`src/rtl/trap_ctrl.sv`:
```
// rtl/trap_ctrl.sv - trap sequencer driving the CSR unit write port and fetch redirect
// Every write cycle re-drives unchanged CSRs from their dout since the CSR unit writes all five at once.
module trap_ctrl #(
  parameter int DROP_W = 8
) (
  input  logic              clk,
  input  logic              rstn,
  input  logic              exc_ebreak,
  input  logic              exc_div0,
  input  logic              exc_mem,
  input  logic [31:0]       exc_pc,
  input  logic [31:0]       exc_tval,
  input  logic              mret,
  input  logic              sw_we,
  input  logic [11:0]       sw_addr,
  input  logic [31:0]       sw_wdata,
  input  logic [31:0]       mtevc_dout,
  input  logic [31:0]       mcause_dout,
  input  logic [31:0]       mepc_dout,
  input  logic [31:0]       mtval_dout,
  input  logic [31:0]       mipd_dout,
  output logic              csr_we,
  output logic [31:0]       mtevc_din,
  output logic [31:0]       mcause_din,
  output logic [31:0]       mepc_din,
  output logic [31:0]       mtval_din,
  output logic [31:0]       mipd_din,
  output logic              redirect_valid,
  output logic [31:0]       redirect_pc,
  output logic              flush,
  output logic              busy,
  output logic              in_handler,
  output logic [DROP_W-1:0] drop_cnt
);

  typedef enum logic [1:0] {IDLE, ENTER, HANDLER, RET} state_t;

  localparam logic [11:0] ADDR_MTEVC  = 12'h305;
  localparam logic [11:0] ADDR_MCAUSE = 12'h342;
  localparam logic [11:0] ADDR_MEPC   = 12'h341;
  localparam logic [11:0] ADDR_MTVAL  = 12'h343;
  localparam logic [11:0] ADDR_MIPD   = 12'h100;

  state_t      state;
  logic [31:0] lat_code;
  logic [31:0] lat_pc;
  logic [31:0] lat_tval;
  logic        any_exc;
  logic [31:0] exc_code;
  logic        addr_hit;
  logic        do_sw;

  assign any_exc = exc_ebreak | exc_div0 | exc_mem;

  always_comb begin
    if (exc_mem)       exc_code = 32'd3;
    else if (exc_div0) exc_code = 32'd2;
    else               exc_code = 32'd1;
  end

  always_comb begin
    case (sw_addr)
      ADDR_MTEVC, ADDR_MCAUSE, ADDR_MEPC, ADDR_MTVAL, ADDR_MIPD: addr_hit = 1'b1;
      default: addr_hit = 1'b0;
    endcase
  end

  // A same-cycle exception in IDLE wins over the software write.
  assign do_sw = rstn && sw_we && addr_hit &&
                 (((state == IDLE) && !any_exc) || (state == HANDLER));

  always_ff @(posedge clk) begin
    if (!rstn) begin
      state    <= IDLE;
      lat_code <= '0;
      lat_pc   <= '0;
      lat_tval <= '0;
      drop_cnt <= '0;
    end else begin
      unique case (state)
        IDLE: begin
          if (any_exc) begin
            lat_code <= exc_code;
            lat_pc   <= exc_pc;
            lat_tval <= exc_tval;
            state    <= ENTER;
          end
        end
        ENTER: state <= HANDLER;
        HANDLER: begin
          if (any_exc && (drop_cnt != '1)) drop_cnt <= drop_cnt + 1'b1;
          if (mret) state <= RET;
        end
        RET: state <= IDLE;
        default: state <= IDLE;
      endcase
    end
  end

  always_comb begin
    csr_we         = 1'b0;
    mtevc_din      = mtevc_dout;
    mcause_din     = mcause_dout;
    mepc_din       = mepc_dout;
    mtval_din      = mtval_dout;
    mipd_din       = mipd_dout;
    redirect_valid = 1'b0;
    redirect_pc    = 32'h0;
    flush          = 1'b0;

    if (do_sw) begin
      csr_we = 1'b1;
      case (sw_addr)
        ADDR_MTEVC:  mtevc_din  = sw_wdata;
        ADDR_MCAUSE: mcause_din = sw_wdata;
        ADDR_MEPC:   mepc_din   = sw_wdata;
        ADDR_MTVAL:  mtval_din  = sw_wdata;
        ADDR_MIPD:   mipd_din   = sw_wdata;
        default: ;
      endcase
    end

    // A reset held during ENTER/RET must suppress the pending write and redirect.
    if (rstn && (state == ENTER)) begin
      csr_we         = 1'b1;
      mepc_din       = lat_pc;
      mcause_din     = lat_code;
      mtval_din      = lat_tval;
      mipd_din       = 32'h0;
      redirect_valid = 1'b1;
      flush          = 1'b1;
      redirect_pc    = {mtevc_dout[31:2], 2'b00};
    end else if (rstn && (state == RET)) begin
      csr_we         = 1'b1;
      mipd_din       = 32'h1;
      redirect_valid = 1'b1;
      flush          = 1'b1;
      redirect_pc    = mepc_dout;
    end
  end

  assign busy       = (state == ENTER) || (state == RET);
  assign in_handler = (state == HANDLER);

endmodule

```
`config.mk`:
```
export PLATFORM = sky130hd
export DESIGN_NAME = trap_ctrl
export DESIGN_NICKNAME = d
export VERILOG_FILES = /design/src/rtl/trap_ctrl.sv
export SDC_FILE = /design/constraint.sdc
export NUM_CORES = 1
export LEC_CHECK = 0
export CAP_MARGIN = 0
export CORE_AREA = 8 8 181 183
export DETAILED_ROUTE_END_ITERATION = 6
export DIE_AREA = 0 0 189 191
export GPL_TIMING_DRIVEN = 0
export PLACE_DENSITY = 0.53
export SLEW_MARGIN = 20
export SYNTH_ARGS = -nofsm -noshare
export SYNTH_HDL_FRONTEND = slang
export SYNTH_SLANG_ARGS = --single-unit
```
`constraint.sdc`:
```
create_clock -name clk -period 8.47 [get_ports clk]
set_input_delay 1.694 -clock clk [delete_from_list [all_inputs] [get_ports clk]]
set_output_delay 1.694 -clock clk [all_outputs]
set_load 0.01 [all_outputs]
```
# Yosys cells after proc, flatten, opt, wreduce, memory -nomap -nowiden
# Cells that the tools add are included.
[op_classes] n_addsub=1 mul=0 div_mod_pow=0 n_lt_le_gt_ge=0 eq_ne=11 shift=0 n_mux=28 bitwise=2 n_reduce_logical=15
[op_table] cell="$mux W32" count=17
[op_table] cell="$eq A12 B10 Y1 const B" count=4
[op_table] cell="$eq A12 B9 Y1 const B" count=1
[op_table] cell="$add A8 B1 Y8 const B" count=1
[op_table] cell="$mux W2" count=4
[op_table] cell="$ne A8 B8 Y1 const B" count=1
[op_table] cell="$pmux W2 S4" count=1
[op_table] cell="$logic_and A1 B1 Y1" count=7
[op_table] cell="$mux W1" count=6
[op_table] cell="$reduce_and A2 Y1" count=3
[op_table] cell="$reduce_or A5 Y1" count=1
[op_table] cell="$eq A2 B2 Y1 const B" count=2
[op_table] cell="$ne A2 B2 Y1 const B" count=2
[op_table] cell="$eq A2 B1 Y1 const B" count=1
[op_table] cell="$logic_not A2 Y1" count=1
[op_table] cell="$logic_or A1 B1 Y1" count=2
[op_table] cell="$or A1 B1 Y1" count=2
[op_table] cell="$logic_not A1 Y1" count=1
[word_totals] regBits=106 latchBits=0 mem_bits_rw=0 romBits=0 inputBits=275 wordCells=62 n_memories=0

# Logic depth before layout (Yosys ltp)
# Gate-level depths: netlist of run 1.
[logic_depth] word_depth=9 mapped_depth=9

# Worst setup path before layout of run 1
# No wires, ideal clock.
[synth_path] path_kind="input to output" start="input port exc_ebreak" end="output port mtevc_din[21]" arrival_ps=3525 required_ps=6776 path_slack_ps=3251 stages=7 cell_sequence="or4b_1 > buf_2 > a21bo_2 > buf_6 > nor3b_4 > buf_6 > mux2_1"
[synth_via] elab_chain_len=7
[synth_rtl] element="from (decl)" line_no="8" source="input logic exc_ebreak,"
[synth_rtl] element="$or A1 B1 Y1 (2 in series)" line_no="53" source="assign any_exc = exc_ebreak | exc_div0 | exc_mem;"
[synth_rtl] element="$logic_not A1 Y1" line_no="70" source="(((state == IDLE) && !any_exc) || (state == HANDLER));"
[synth_rtl] element="$logic_and A1 B1 Y1" line_no="70"
[synth_rtl] element="$logic_or A1 B1 Y1" line_no="70"
[synth_rtl] element="$logic_and A1 B1 Y1" line_no="69" source="assign do_sw = rstn && sw_we && addr_hit &&"
[synth_rtl] element="$mux W32" line_no="111" source="if (do_sw) begin"
[synth_rtl] element="to (decl)" line_no="23" source="output logic [31:0] mtevc_din,"
# No other way between the ends.

# Final worst setup path of run 1
[layout_path] start="input port sw_we" end="output port mtevc_din[21]"
[layout_via] elab_chain_len=4
[layout_rtl] element="from (decl)" line_no="14" source="input logic sw_we,"
[layout_rtl] element="$logic_and A1 B1 Y1 (3 in series)" line_no="69"
[layout_rtl] element="$mux W32" line_no="111"
# No other way between the ends.

==> results of run 1 <==
==> per-layer routing <==
layer	global-route usage (%)	share of wire [%]	vias up	routed length [µm]
met1	34.1	41	5048	21600
met5	0	0.047	-	25
li1	-	-	4873	-
met4	8.03	2.6	4	1390
met2	46.8	48	548	25200
met3	7.48	8.8	71	4640
==> placed cells by master (no fill, tap or decap), types with 3 or more instances in the layout <==
| cell type | n |
|---|---|
| nand3_1 | 35 |
| clkdlybuf4s50_1 | 477 |
| clkbuf_16 | 9 |
| buf_1 | 14 |
| a21oi_1 | 164 |
| buf_6 | 4 |
| dfxtp_1 | 76 |
| nand4_1 | 67 |
| and2_1 | 4 |
| mux2_2 | 31 |
| ha_1 | 5 |
| a31oi_1 | 67 |
| or4_1 | 4 |
| nor3_1 | 3 |
| inv_1 | 6 |
| o31ai_1 | 36 |
| clkbuf_1 | 104 |
| inv_6 | 3 |
| nor2_1 | 106 |
| a22o_1 | 30 |
| clkinvlp_4 | 3 |
| o21ai_0 | 102 |
| nand2_1 | 168 |
| buf_2 | 6 |
==> layout make-up <==
| class | count | area, µm² |
|---|---|---|
| Antenna cell | 1 | 2.50 |
| Buffer | 129 | 526 |
| Clock buffer | 9 | 225 |
| Clock inverter | 7 | 57.6 |
| Fill cell | 3209 | 17700 |
| Inverter | 6 | 22.5 |
| Multi-Input combinational cell | 856 | 4680 |
| Sequential cell | 76 | 1520 |
| Tap cell | 396 | 495 |
| Timing Repair Buffer | 477 | 4770 |
==> stage by stage <==
stage	instance area [µm²]	total power [mW]	cells	hold slack, ns	util [%]
2_1_floorplan	6750	1.18	1067	0.437	-
3_3_place_gp	12000	2.05	1940	0.443	40.0
3_5_place_dp	12000	2.05	1940	0.448	40.0
4_1_cts	12300	2.44	1956	0.457	41.0
5_1_grt	12300	2.59	1956	0.474	41.0
6_report	12300	2.43	1957	0.458	41.0
==> kinds of logic (layout without fill, tap and decap cells) <==
group           after synthesis  after routing
compound gates              409            409
xor+xnor                      1              1
fa+ha+maj                     5              5
buf+inv                     135            628
flops                        76             76
mux                          34             34
other cells                   0              1
simple gates                407            407
==> worst register-to-register path, cell delays in order (launching register included) <==
cell and delay [ns]:
dfxtp_1 0.35, inv_1 0.10, ha_1 0.28, nor2b_1 0.16, clkbuf_1 0.54, buf_1 0.46, nand2_1 0.16, a21oi_1 0.14
==> state kept, by name (all words and copies together) (netlist names) <==
name,flops
drop_cnt,8
lat_code,2
lat_pc,32
lat_tval,32
state,2
==> where the power goes <==
group | switching (mW) | leakage [nW] | internal, mW
Sequential | 0.0547 | 0.626 | 0.452
Clock | 0.181 | 0.129 | 0.203
Combinational | 0.881 | 3.49 | 0.663
Total | 1.12 | 4.25 | 1.32
==> path summary, 6_finish.rpt <==
check / start / to / slack (ns) / depth (start not counted)
setup / recovery: sw_we / mtevc_din[21] / 1.23 / 8
hold / removal: lat_tval[22] / lat_tval[22] / 0.46 / 2
setup reg to reg: state[0] / lat_pc[18] / 6.23 / 7
hold reg to reg: lat_tval[22] / lat_tval[22] / 0.46 / 2
==> reports/metrics.yaml, run 1 <==
status: "finished, final reports clean"
drt-initial-drc-count: 829
syn_area_um2: 6750
critical_path.slowest_cell: "nor4bb_1"
synth_simple_gate_area_share_pct: 27.5
synth_seq_cells: 76
ctsResizeCount: 0
cp.required_ns: 6.78
yosysMostFrequentCell: "nand2_1"
rsz0062_at_grt: "no"
dr_total_vias: 10544
grt_use_total_pct: 27.7
hold_viol: 0
setup_slack_ns: 1.23
crit_buf_inv: 4
clk_latency_ns: 0.35
maxSlewHeadroom_pct: 39.0
cp_slowest_stage_delay_ns: 0.79
cp-start-kind: "input port"
postCtsSetupBuffers: 0
synth-warning-count: 0
antenna_found_initial: 2
grt_overflow: 0
grt_pass1_vias: 10428
ys.flop_type: "dfxtp_1"
grt_start_max_net_pins: 16
ir_worst_vdd_uv: 88.4
grt_pass1_wl_um: 74100
clkSinkCount: 76
area_delta_synth_final_pct: 82.3
ys_top_cells_by_count: "nand2_1, a21oi_1, nor2_1"
cp_top_family: "simple AND/OR/NAND/NOR gates"
worstSetupPathType: "in2out"
synth_nets: 1347
fin_crit_ns: 7.24
root_buffer: "clkbuf_16"
fin_crit_sh_pct: 85.4
synth_xor_area_share_pct: 0.130
fmax_mhz: 138
io_buffer_count: 477
hold_path.class: "reg2reg"
cts_max_path_buffers: 2
hpwl_um: 43100
ios: 480
die-area_um2: 36100
setup-tns-final_ns: 0
cpMostUsedCell: "clkdlybuf4s50_1"
coreArea_um2: 30000
rows: 64
syn-instance-count: 1067
synth_compound_area_share_pct: 35.1
path_cells: "clkdlybuf4s50_1, nor4bb_1, and4_1, clkbuf_1, nor3b_4, buf_6, mux2_1, clkdlybuf4s50_1"
final_max_slew_viol_count: 0
path_clk_slew_ns: 0.07
die_h_um: 191
routed_via_density: 5.39
drtAntennaViolNets: 0
synth.avg_cell_area_um2: 6.32
cts_buffers: 9
setup_violations: 0
cts_max_level: 3
cts_tree: "built"
synthArstFlopShare_pct: 0
ys_seq_area_share_pct: 22.5
drt_first_pass_iters: 6
synth-edff-count: 0
tightest_slew_ns: 0.902
synth_top_area_share_pct: 22.5
synth_area_leader_cell: "dfxtp_1"
synthMuxAreaShare_pct: 5.64
dp_slack_ns: 1.30
drive_above_1_share_pct: 4.23
synth_cell_types: 49
drc: 0
die_w_um: 189
crit_fanout: 10
gp_congestion: 0.912
nets: 1835
fin_skew_ns: 0.00620
wl_per_cell_um: 27.0
drt-total-wl_um: 52900
end_kind: "primary output"
synth_area_leaders: "dfxtp_1, a21oi_1, nand2_1, o21ai_0, a31oi_1"
synth_top_family_by_area: "compound AO/OA/AOI/OAI gates"
max-cap-violations: 0
power_density_nw_per_um2: 198
worstPathArrival_ns: 5.54
synth-adder-area-share_pct: 0.927
start_util_pct: 22.5
leakagePower_nw: 4.25
ctsHoldBuffers: 0
Note: power is estimated with default switching activity, not from simulation.
==> run 2: changes to the inputs <==
- CTS_CLUSTER_SIZE: not set -> 25
- RECOVER_POWER: not set -> 50
==> run 2 against run 1 <==
  * First-iteration DRC count shrank 1.4%
  * Sequential share of layout area about the same
  * Wire length is essentially flat
  * Sequential power hardly changed
  * Largest cell class unchanged
  * Maximum frequency is 0.27% higher
  * Power decreased by 0.89%
  * Non-clock buffer count did not move
  * Utilization hardly changed
  * Critical path type unchanged
  * Design area about the same
  * Final cell count barely moved
  * Largest power group unchanged
  * Critical endpoint unchanged
==> reports/metrics.yaml, run 2 (same netlist as run 1, synthesis figures left out) <==
rsz0062_at_grt: "no"
ff2ff_setup_slack_ns: 6.21
drive_above_1_share_pct: 3.91
antenna_found_initial: 2
nets: 1835
io_buffer_count: 477
hold_viol: 0
grt_pass1_vias: 10428
fin_skew_ns: 0.00667
root_buffer: "clkbuf_16"
grt_pass1_wl_um: 74100
start_util_pct: 22.5
coreArea_um2: 30000
leakagePower_nw: 4.35
fmax_mhz: 139
p_total_mw: 2.41
holdWs_ns: 0.457
wl_per_cell_um: 27.0
setup_violations: 0
postCtsSetupBuffers: 0
fin_crit_sh_pct: 85.2
grt_start_max_net_pins: 16
final_core_util_pct: 40.9
dp_slack_ns: 1.30
worstPathArrival_ns: 5.52
drt-initial-drc-count: 817
cp.required_ns: 6.78
hpwl_um: 43100
setup_slack_ns: 1.25
cts_buffers: 9
routed_via_density: 5.35
end_kind: "primary output"
drtAntennaViolNets: 0
drc: 0
worstSetupPathType: "in2out"
die_h_um: 191
ctsResizeCount: 0
tightest_slew_ns: 0.934
final_common_cell: "clkdlybuf4s50_1"
cts_tree: "built"
max-cap-violations: 0
layout_common_cells: "clkdlybuf4s50_1, nand2_1, a21oi_1, clkbuf_1, nor2_1"
drt_first_pass_iters: 7
status: "finished, final reports clean"
dr_total_vias: 10459
top_regs: "lat_pc x32, lat_tval x32, drop_cnt x8"
multi_input_area_um2: 4680
power_density_nw_per_um2: 196
die-area_um2: 36100
cts_max_path_buffers: 2
final_max_slew_viol_count: 0
diodes: 0
crit_fanout: 10
rows: 64
fin_crit_ns: 7.22
grt_use_total_pct: 27.7
clk_latency_ns: 0.35
grt_overflow: 0
ir_worst_vdd_uv: 88.3
ctsHoldBuffers: 0
clkSinkCount: 76
die_w_um: 189
maxSlewHeadroom_pct: 37.2
path_clk_slew_ns: 0.07
cts_max_level: 3
area_delta_synth_final_pct: 82.2
drt-total-wl_um: 52800
seq_area_um2: 1520
gp_congestion: 0.912
setup-tns-final_ns: 0
cp-start-kind: "input port"
fillers: 3214
hold_path.class: "reg2reg"
ios: 480
==> run 2: area by class of cell <==
type	count	area share [%]
inverter	6	0.183
clock buffer	9	1.83
sequential	76	12.4
clock inverter	7	0.468
timing repair buffer	477	38.8
tap	396	4.03
buffer	129	4.22
multi-input combinational	856	38.1
==> run 2: final timing paths <==
check | from | endpoint | cells after the start
hold reg to reg | lat_tval[22] | lat_tval[22] | 2
setup reg to reg | state[0] | lat_pc[18] | 7
setup / recovery | sw_we | mtevc_din[21] | 8
hold / removal | lat_tval[22] | lat_tval[22] | 2
==> run 2: where the power goes <==
part | total, mW | internal (mW) | switching (mW)
clock | 0.383 | 0.203 | 0.180
sequential | 0.507 | 0.452 | 0.0549
combinational | 1.52 | 0.644 | 0.879
==> run 2: per-layer routing <==
layer | track usage [%] | vias to the layer above | share of wire (%)
met1 | 34.1 | 4966 | 41
li1 | - | 4870 | -
met2 | 46.8 | 548 | 48
met4 | 8.03 | 4 | 2.6
met3 | 7.48 | 71 | 8.6
met5 | 0 | - | 0.049
==> run 2: metrics by stage <==
stage	instance area, µm²	std cells
after floorplan	6750	1067
after global placement	12000	1940
after detailed placement	12000	1940
after CTS	12300	1956
after global routing	12300	1956
final	12300	1956
==> run 2: worst max-delay path: stages <==
cell and delay, ns:
clkdlybuf4s50_1 0.48, nor4bb_1 0.78, and4_1 0.30, clkbuf_1 0.39, nor3b_4 0.71, buf_6 0.26
mux2_1 0.38, clkdlybuf4s50_1 0.51
==> run 3: changes to the inputs <==
- CORE_AREA: 8 8 181 183 -> 2 2 187 189
- GPL_TIMING_DRIVEN: 0 -> not set
- PLACE_DENSITY: 0.53 -> 0.48
- clock period: 8.47 -> 7.6 ns (I/O delays scaled with it)
==> run 3 against run 2 <==
  * The flow now finishes with violations (max-capacitance violations, max-slew violations)
  * Highest routed layer unchanged
  * Combinational power rose by 7%
  * Non-clock buffer count fell by 105
  * Critical path type unchanged
  * Largest cell class unchanged
  * Final cell count fell by 2.2%
==> reports/metrics.yaml, run 3 (same netlist as run 1, synthesis figures left out) <==
coreArea_um2: 34100
rows: 68
drt-total-wl_um: 47000
placed_area_um2: 11800
ios: 480
final_cells: 1912
nets: 1730
drive_above_1_share_pct: 5.98
rsz0062_at_grt: "no"
tightest_slew_ns: 2.76
crit_fanout: 21
fin_crit_sh_pct: 90.0
wl_per_cell_um: 24.6
ir_worst_vdd_uv: 156
cp-start-kind: "input port"
top_regs: "lat_pc x32, lat_tval x32, drop_cnt x8"
postCtsSetupBuffers: 0
die-area_um2: 36100
crit_buf_inv: 3
grt_use_total_pct: 24.9
hold_viol: 0
ctsHoldBuffers: 0
start_util_pct: 19.8
grt_start_max_net_pins: 78
worstSetupPathType: "in2out"
io_buffer_count: 479
leakagePower_nw: 4.35
ctsResizeCount: 0
cp_top_family: "buffers and inverters"
gp_congestion: 0.893
grt_pass1_vias: 9934
layout_common_cells: "clkdlybuf4s50_1, nand2_1, a21oi_1, nor2_1, o21ai_0"
p_total_mw: 2.71
hold_path.class: "reg2reg"
cp.required_ns: 6.08
worstPathArrival_ns: 5.32
failed_checks: "max-capacitance violations, max-slew violations"
setup-tns-final_ns: 0
setup_violations: 0
grt_pass1_wl_um: 67000
holdWs_ns: 0.454
die_w_um: 189
critical_path.slowest_cell: "clkbuf_1"
fin_skew_ns: 0.00783
drtAntennaViolNets: 0
drt_first_pass_iters: 5
final_max_slew_viol_count: 121
status: "finished with violations"
cts_max_path_buffers: 2
fillers: 3684
area_delta_synth_final_pct: 80.2
drt-initial-drc-count: 622
die_h_um: 191
cts_tree: "built"
root_buffer: "clkbuf_16"
path_cells: "dlygate4sd3_1, nor3b_1, and4_1, clkbuf_1, nand4_1, a31oi_1, clkdlybuf4s50_1"
max-cap-violations: 3
hpwl_um: 34000
path_clk_slew_ns: 0.06
cp_slowest_stage_delay_ns: 0.91
routed_via_density: 5.22
cts_buffers: 9
dp.cells: 1894
stdcell_area_um2: 12200
end_kind: "primary output"
power_density_nw_per_um2: 222
dr_total_vias: 9974
fin_crit_ns: 6.84
fmax_mhz: 146
final_common_cell: "clkdlybuf4s50_1"
drc: 0
maxSlewHeadroom_pct: -83.8
clk_latency_ns: 0.34
antenna_found_initial: 4
cts_max_level: 3
clkSinkCount: 76
grt_overflow: 0
run 3: worst reg2reg max path, delay by kind of cell, from the launching register on:
kind            cells  cell delay (ns)
compound gates      1             0.15
fa+ha+maj           1             0.34
buf+inv             2             0.71
flops               1             0.34
simple gates        2             0.71
run 3: final cells by class:
class                           count  area [µm²]  share of cell area, %
Tap cell                          455         569                   4.68
Clock buffer                       10         239                   1.97
Clock inverter                      6         111                  0.916
Multi-Input combinational cell    856        4740                   39.0
Inverter                            6        23.8                  0.195
Antenna cell                        2        5.00                 0.0412
Sequential cell                    76        1520                   12.5
Timing Repair Buffer              501        4950                   40.7
run 3: stage by stage:
step                      setup WS, ns  utilization (%)
after floorplan                   2.73                -
after global placement            1.35             34.7
after detailed placement          1.26             34.7
after CTS                         1.26             35.7
after global routing             0.654             35.6
final                            0.758             35.6
run 3: power breakdown:
part           switching [mW]  internal (mW)  leakage [nW]
registers              0.0584          0.504         0.626
clock network           0.195          0.331         0.169
logic                   0.915          0.702          3.55
total                    1.17           1.54          4.35
run 3: path summary, 6_finish.rpt:
kind,from,endpoint,slack [ns],depth (start not counted)
setup / recovery,rstn,mtval_din[29],0.76,7
setup reg to reg,state[0],lat_pc[23],5.25,6
hold reg to reg,lat_pc[16],lat_pc[16],0.45,2
hold / removal,lat_pc[16],lat_pc[16],0.45,2
run 3: routing by layer:
layer  track usage [%]  share of wire (%)  vias up
li1                  -                  -     4656
met1              29.5                 41     4795
met2              43.8                 49      460
met3              5.67                7.2       61
met4              8.80                3.0        2
met5                 0              0.028        -
